<file path="src/rtl/sec_timer_ctrl_pkg.sv">
// Shared types and constants for the seconds timer run controller.
// Holds the FSM state encoding, value width and the preset clamp helper.
package sec_timer_ctrl_pkg;

    localparam int VALUE_W = 7;
    localparam logic [VALUE_W-1:0] VALUE_MAX = 7'd99;

    typedef enum logic [1:0] {
        ST_IDLE,
        ST_RUN,
        ST_PAUSE,
        ST_DONE
    } state_e;

    function automatic logic [VALUE_W-1:0] clamp_preset(
        input logic [VALUE_W-1:0] p
    );
        return (p > VALUE_MAX) ? VALUE_MAX : p;
    endfunction

endpackage

</file>
<file path="src/rtl/sec_timer_ctrl_key_press.sv">
// Active-low pushbutton to single-cycle press pulse.
// Optional stability filter enabled by SEC_TIMER_DEBOUNCE_EN.
module key_press #(
    parameter int DEBOUNCE_CYC = 500_000
) (
    input  logic clk,
    input  logic rst,
    input  logic key_n,
    output logic press
);

    logic sync1_q, sync1_d;
    logic sync2_q, sync2_d;
    logic lvl_q, lvl_d;
    logic press_q, press_d;
    logic filt;

`ifdef SEC_TIMER_DEBOUNCE_EN
    localparam int CW = $clog2(DEBOUNCE_CYC + 1);

    logic [CW-1:0] cnt_q, cnt_d;
    logic filt_q, filt_d;

    // Filtered level flips only after a run of equal differing samples
    always_comb begin
        cnt_d  = cnt_q;
        filt_d = filt_q;
        if (sync2_q == filt_q) begin
            cnt_d = '0;
        end else if (cnt_q == CW'(DEBOUNCE_CYC - 1)) begin
            cnt_d  = '0;
            filt_d = sync2_q;
        end else begin
            cnt_d = cnt_q + 1'b1;
        end
    end

    // Debounce state registers; released key level is 1
    always_ff @(posedge clk) begin
        if (rst) begin
            cnt_q  <= '0;
            filt_q <= 1'b1;
        end else begin
            cnt_q  <= cnt_d;
            filt_q <= filt_d;
        end
    end

    assign filt = filt_q;
`else
    logic [31:0] dbc_unused;
    assign dbc_unused = DEBOUNCE_CYC;
    assign filt = sync2_q;
`endif

    // Synchronizer, previous-level and registered falling-edge pulse
    always_comb begin
        sync1_d = key_n;
        sync2_d = sync1_q;
        lvl_d   = filt;
        press_d = lvl_q & ~filt;
    end

    // Key path registers; reset to released so no pulse follows reset
    always_ff @(posedge clk) begin
        if (rst) begin
            sync1_q <= 1'b1;
            sync2_q <= 1'b1;
            lvl_q   <= 1'b1;
            press_q <= 1'b0;
        end else begin
            sync1_q <= sync1_d;
            sync2_q <= sync2_d;
            lvl_q   <= lvl_d;
            press_q <= press_d;
        end
    end

    assign press = press_q;

endmodule

</file>
<file path="src/rtl/sec_timer_ctrl.sv">
// Run controller for the 0-99 seconds counter with alarm and flash.
// Optional key debounce via the SEC_TIMER_DEBOUNCE_EN macro.
module sec_timer_ctrl
    import sec_timer_ctrl_pkg::*;
#(
    parameter int TICK_DIV     = 50_000_000,
    parameter int DEBOUNCE_CYC = 500_000
) (
    input  logic       clk,
    input  logic       rst,
    input  logic       key_start,
    input  logic       key_clear,
    input  logic       sw_dir,
    input  logic [6:0] sw_preset,
    output logic [3:0] digit1,
    output logic [3:0] digit0,
    output logic       blank,
    output logic       alarm,
    output logic       running
);

    localparam int TW = $clog2(TICK_DIV);

    localparam logic [TW-1:0] TICK_LAST  = TW'(TICK_DIV - 1);
    localparam logic [TW-1:0] FLASH_LAST = TW'(TICK_DIV / 2 - 1);

    state_e state_q, state_d;
    logic [VALUE_W-1:0] value_q, value_d;
    logic dir_q, dir_d;
    logic [TW-1:0] tick_q, tick_d;
    logic [TW-1:0] flash_q, flash_d;
    logic blank_q, blank_d;
    logic alarm_q, alarm_d;
    logic running_q, running_d;

    logic start_p;
    logic clear_p;
    logic [VALUE_W-1:0] preset_c;
    logic term;

    key_press #(.DEBOUNCE_CYC(DEBOUNCE_CYC)) u_key_start (
        .clk   (clk),
        .rst   (rst),
        .key_n (key_start),
        .press (start_p)
    );

    key_press #(.DEBOUNCE_CYC(DEBOUNCE_CYC)) u_key_clear (
        .clk   (clk),
        .rst   (rst),
        .key_n (key_clear),
        .press (clear_p)
    );

    assign preset_c = clamp_preset(sw_preset);

    // Terminal test used when starting from IDLE with the live switch
    assign term = sw_dir ? (value_q >= preset_c)
                         : (value_q == '0);

    // State and datapath registers
    always_ff @(posedge clk) begin
        if (rst) begin
            state_q   <= ST_IDLE;
            value_q   <= '0;
            dir_q     <= 1'b0;
            tick_q    <= '0;
            flash_q   <= '0;
            blank_q   <= 1'b0;
            alarm_q   <= 1'b0;
            running_q <= 1'b0;
        end else begin
            state_q   <= state_d;
            value_q   <= value_d;
            dir_q     <= dir_d;
            tick_q    <= tick_d;
            flash_q   <= flash_d;
            blank_q   <= blank_d;
            alarm_q   <= alarm_d;
            running_q <= running_d;
        end
    end

    // Next state, counting, saturation and flash timing
    always_comb begin
        state_d = state_q;
        value_d = value_q;
        dir_d   = dir_q;
        tick_d  = tick_q;
        flash_d = flash_q;
        blank_d = blank_q;
        if (clear_p) begin
            state_d = ST_IDLE;
            value_d = sw_dir ? '0 : preset_c;
            tick_d  = '0;
            flash_d = '0;
            blank_d = 1'b0;
        end else begin
            unique case (state_q)
                ST_IDLE: begin
                    if (start_p) begin
                        dir_d   = sw_dir;
                        tick_d  = '0;
                        flash_d = '0;
                        blank_d = 1'b0;
                        state_d = term ? ST_DONE : ST_RUN;
                    end
                end
                ST_RUN: begin
                    if (start_p) begin
                        state_d = ST_PAUSE;
                    end else if (tick_q == TICK_LAST) begin
                        tick_d  = '0;
                        flash_d = '0;
                        blank_d = 1'b0;
                        if (dir_q) begin
                            if (value_q >= preset_c) begin
                                state_d = ST_DONE;
                            end else begin
                                value_d = value_q + 1'b1;
                                if (value_d == preset_c) begin
                                    state_d = ST_DONE;
                                end
                            end
                        end else begin
                            if (value_q == '0) begin
                                state_d = ST_DONE;
                            end else begin
                                value_d = value_q - 1'b1;
                                if (value_d == '0) begin
                                    state_d = ST_DONE;
                                end
                            end
                        end
                    end else begin
                        tick_d = tick_q + 1'b1;
                    end
                end
                ST_PAUSE: begin
                    if (start_p) begin
                        state_d = ST_RUN;
                    end
                end
                ST_DONE: begin
                    if (start_p) begin
                        state_d = ST_IDLE;
                        flash_d = '0;
                        blank_d = 1'b0;
                    end else if (flash_q == FLASH_LAST) begin
                        flash_d = '0;
                        blank_d = ~blank_q;
                    end else begin
                        flash_d = flash_q + 1'b1;
                    end
                end
                default: begin
                    state_d = ST_IDLE;
                end
            endcase
        end
    end

    // Registered state decodes for the status outputs
    always_comb begin
        running_d = (state_d == ST_RUN);
        alarm_d   = (state_d == ST_DONE);
    end

    assign digit1  = 4'(value_q / 7'd10);
    assign digit0  = 4'(value_q % 7'd10);
    assign blank   = blank_q;
    assign alarm   = alarm_q;
    assign running = running_q;

endmodule

</file>
<file path="config.mk">
export PLATFORM = sky130hd
export DESIGN_NAME = sec_timer_ctrl
export DESIGN_NICKNAME = d
export VERILOG_FILES = /design/src/rtl/sec_timer_ctrl_pkg.sv /design/src/rtl/sec_timer_ctrl_key_press.sv /design/src/rtl/sec_timer_ctrl.sv
export SDC_FILE = /design/constraint.sdc
export NUM_CORES = 1
export LEC_CHECK = 0
export BUFFER_PORTS_ARGS = -buffer_cell sky130_fd_sc_hd__buf_2
export CAP_MARGIN = 40
export CORE_UTILIZATION = 25
export DETAILED_ROUTE_END_ITERATION = 16
export SYNTH_ARGS = -nofsm -noshare
export SYNTH_HDL_FRONTEND = slang
export SYNTH_SLANG_ARGS = --single-unit
</file>
<file path="constraint.sdc">
create_clock -name clk -period 3.4 [get_ports clk]
set_input_delay 0.17 -clock clk [delete_from_list [all_inputs] [get_ports clk]]
set_output_delay 0.17 -clock clk [all_outputs]
set_load 0.005 [all_outputs]
</file>
==> results.yml <==
synthesis:
  synth_top_cells_by_area: "dfxtp_1 33%, xor2_1 8.1%, nor2_1 7.8%"
  synthCells: 558
  synth_edf_count: 0
  yosysTopAreaCell: "dfxtp_1"
  seq_area_frac_synth_pct: 33.0
  ys.flop_type: "dfxtp_1"
  avgSynthCellArea_um2: 7.95
  synthTopCellsByCount: "92 x nor2_1, 73 x dfxtp_1, 41 x xor2_1"
  synth-seq-cells: 73
  async_flop_share_pct: 0
  yosysMostFrequentCell: "nor2_1"
  synth.net_count: 585
  synthDistinctLibCells: 70
  synth.top_cell.area_share_pct: 33.0
  syn_area_um2: 4430
  ys_warn_count: 0
layout:
  multi_input_area_um2: 2770
  syn2layout_area_growth_pct: 14.6
  drive_gt1_share_pct: 12.8
  final_area_um2: 5080
  fillers: 1901
  seq_area_um2: 1460
  layout.nets: 600
  antennaDiodeCount: 0
global_routing:
  grt_use_total_pct: 11.4
  overflow: 0
  antenna_found_initial: 0
  grt_start_max_net_pins: 22
  first_global_vias: 3393
  grt_first_pass_wirelength_mm: 16.6
clock_network:
  cts_buffers: 9
  worstSkewPairLatency_ps: 340
  cts_root_buf: "clkbuf_16"
  clock_path_buffers: 2
  clock-sinks: 73
  cts_tree: "done"
  clkTransAtPathRegs_ps: 60
  post_cts_buffers: 0
  htree_levels: 3
place:
  io_buffer_count: 22
  placed_cell_area_um2: 4740
  gp_congestion: 0.855
  hpwlAfterDp_mm: 7.01
routing:
  via_per_inst: 4.74
  drc_errors: 0
  vias: 3810
  top_layer_used: "met4"
  met3WireLength_um: 463
  wl_per_cell_um: 12.2
  drt_iter0_drc: 209
  wl_met1_mm: 4.90
  ant_nets: 0
  wirelength_mm: 9.79
  drt-pass1-iter-count: 4
  met2WireLength_mm: 4.27
power:
  peakVddDrop_uv: 269
  power.switching_uw: 496
  p_int_uw: 1580
  switching_share_pct: 23.9
  clockPowerShare_pct: 49.4
  cellLeakagePower_uw: 0.00193
  power_density_nw_per_um2: 408
  comb_power_share_pct: 8.4
  seqPwrFrac_pct: 42.2
sta:
  slew_headroom_pct: 52.1
  setup_tns_ps: 0
  finClkSkew_ps: 8.60
  rsz0062_at_grt: "no"
  report.final.slew_viol_count: 0
  setup_viol_count_final: 0
  worst_pin_slew_ps: 717
  period_needed_ps: 3090
  fmax_mhz: 323
  finalCritPeriodShare_pct: 91.0
  hold_violations: 0
die:
  dieArea_um2: 18300
  die_h_um: 135
  ios: 23
  row_count: 48
  die_w_um: 135
  start_util_pct: 25.6
  coreArea_um2: 17300
worst_setup_path:
  crit_path_start_kind: "register"
  cp-end-kind: "output pin"
  arrival_ps: 2920
  cp.required_ps: 3230
  crit_type: "reg -> out"
  r2r_cells: 9
  worstPathMaxFanout: 9
status:
  status: "complete, no violations"
flow_run:
  timing.max_cap.violations: 0
hold_path:
  hold_path_depth: 3
  hold_path.class: "in -> reg"
==> cells in the final DEF, fill, tap and decap left out, types with 4 or more instances in the layout <==
master     synthesis  layout
xor2_1            41      41
buf_4              2       8
buf_2              6      22
a21oi_1           21      21
dfxtp_1           73      72
or2_2              9       9
o21ai_0           24      24
nand2b_1           7       7
mux2i_1            4       4
clkbuf_16          0       9
nand2_1           38      38
a31oi_1            5       5
nor3_1            15      15
nor3b_1            4       4
nor2b_1           10      10
nand4_1           24      24
and3_1             7       7
nor2_1            92      92
inv_1             15      15
xnor2_1           19      19
and4_1             6       6
and2_1             7       7
nand3_1           27      27
ha_1              15      15
==> worst paths after layout <==
path	from	endpoint	slack [ps]
setup / recovery	value_q[3]	digit0[2]	310
hold / removal	sw_dir	dir_q	160
setup reg to reg	value_q[0]	value_q[2]	630
hold reg to reg	u_key_start.lvl_q	u_key_start.press	410
==> kinds of logic after synthesis <==
family | after synthesis | synth area share, %
mux | 5 | 1.16
simple gates | 272 | 31.8
fa+ha+maj | 15 | 4.23
buf+inv | 44 | 4.63
xor+xnor | 60 | 11.9
flops | 73 | 33.0
compound gates | 89 | 13.4
==> repair_timing <==
item	CTS	global route
setup endpoints to repair	0	1
endpoints found under the hold margin	2	0
hold buffers	2	0
resized for setup	0	1
==> power by group through the flow <==
stage	sequential (uW)	clock, uW	combinational, uW
6_report	876	1020	174
2_1_floorplan	887	0	130
4_1_cts	875	1050	174
5_1_grt	877	1090	194
3_5_place_dp	894	0	171
3_3_place_gp	894	0	171
==> per-stage QoR <==
stage | utilization [%] | power (uW) | cells | worst slack [ps] | hold WS, ps
2_1_floorplan | - | 1020 | 558 | 880 | 274
3_3_place_gp | 27.4 | 1070 | 785 | 649 | 352
3_5_place_dp | 27.4 | 1070 | 785 | 587 | 356
4_1_cts | 29.4 | 2100 | 803 | 323 | 147
5_1_grt | 29.4 | 2160 | 803 | 40.4 | 178
6_report | 29.4 | 2070 | 803 | 305 | 159
==> flip-flops by register name, indices dropped and copies added (netlist names) <==
name	flops
value_q	7
u_key_start.sync1_q	1
u_key_clear.lvl_q	1
blank	1
running	1
u_key_clear.filt	1
flash_q	26
u_key_start.lvl_q	1
u_key_clear.sync1_q	1
u_key_clear.press	1
tick_q	26
u_key_start.press	1
state_q	2
dir_q	1
u_key_start.filt	1
alarm	1
==> cell type report <==
class	instances	share of cell area, %
clock inverter	6	1.77
sequential	73	28.8
multi-input combinational	441	54.5
timing repair buffer	32	3.74
tap	225	5.54
inverter	16	1.18
clock buffer	10	4.51
==> routing by layer <==
metal	GRT usage [%]	vias up
met4	3.75	0
met2	16.9	66
met5	0	-
met3	3.25	14
li1	-	1980
met1	15.9	1750
==> worst max-delay path: stages, from the launching register on <==
cell      delay [ps]
dfxtp_1          520
nand2b_1         320
xnor2_1          170
nor2_1            70
nor2_1           140
ha_1             330
o21ai_0          210
o311ai_0         310
nand3_1          200
mux2i_1          170
buf_2            120
(Power assumes the default switching activity.)
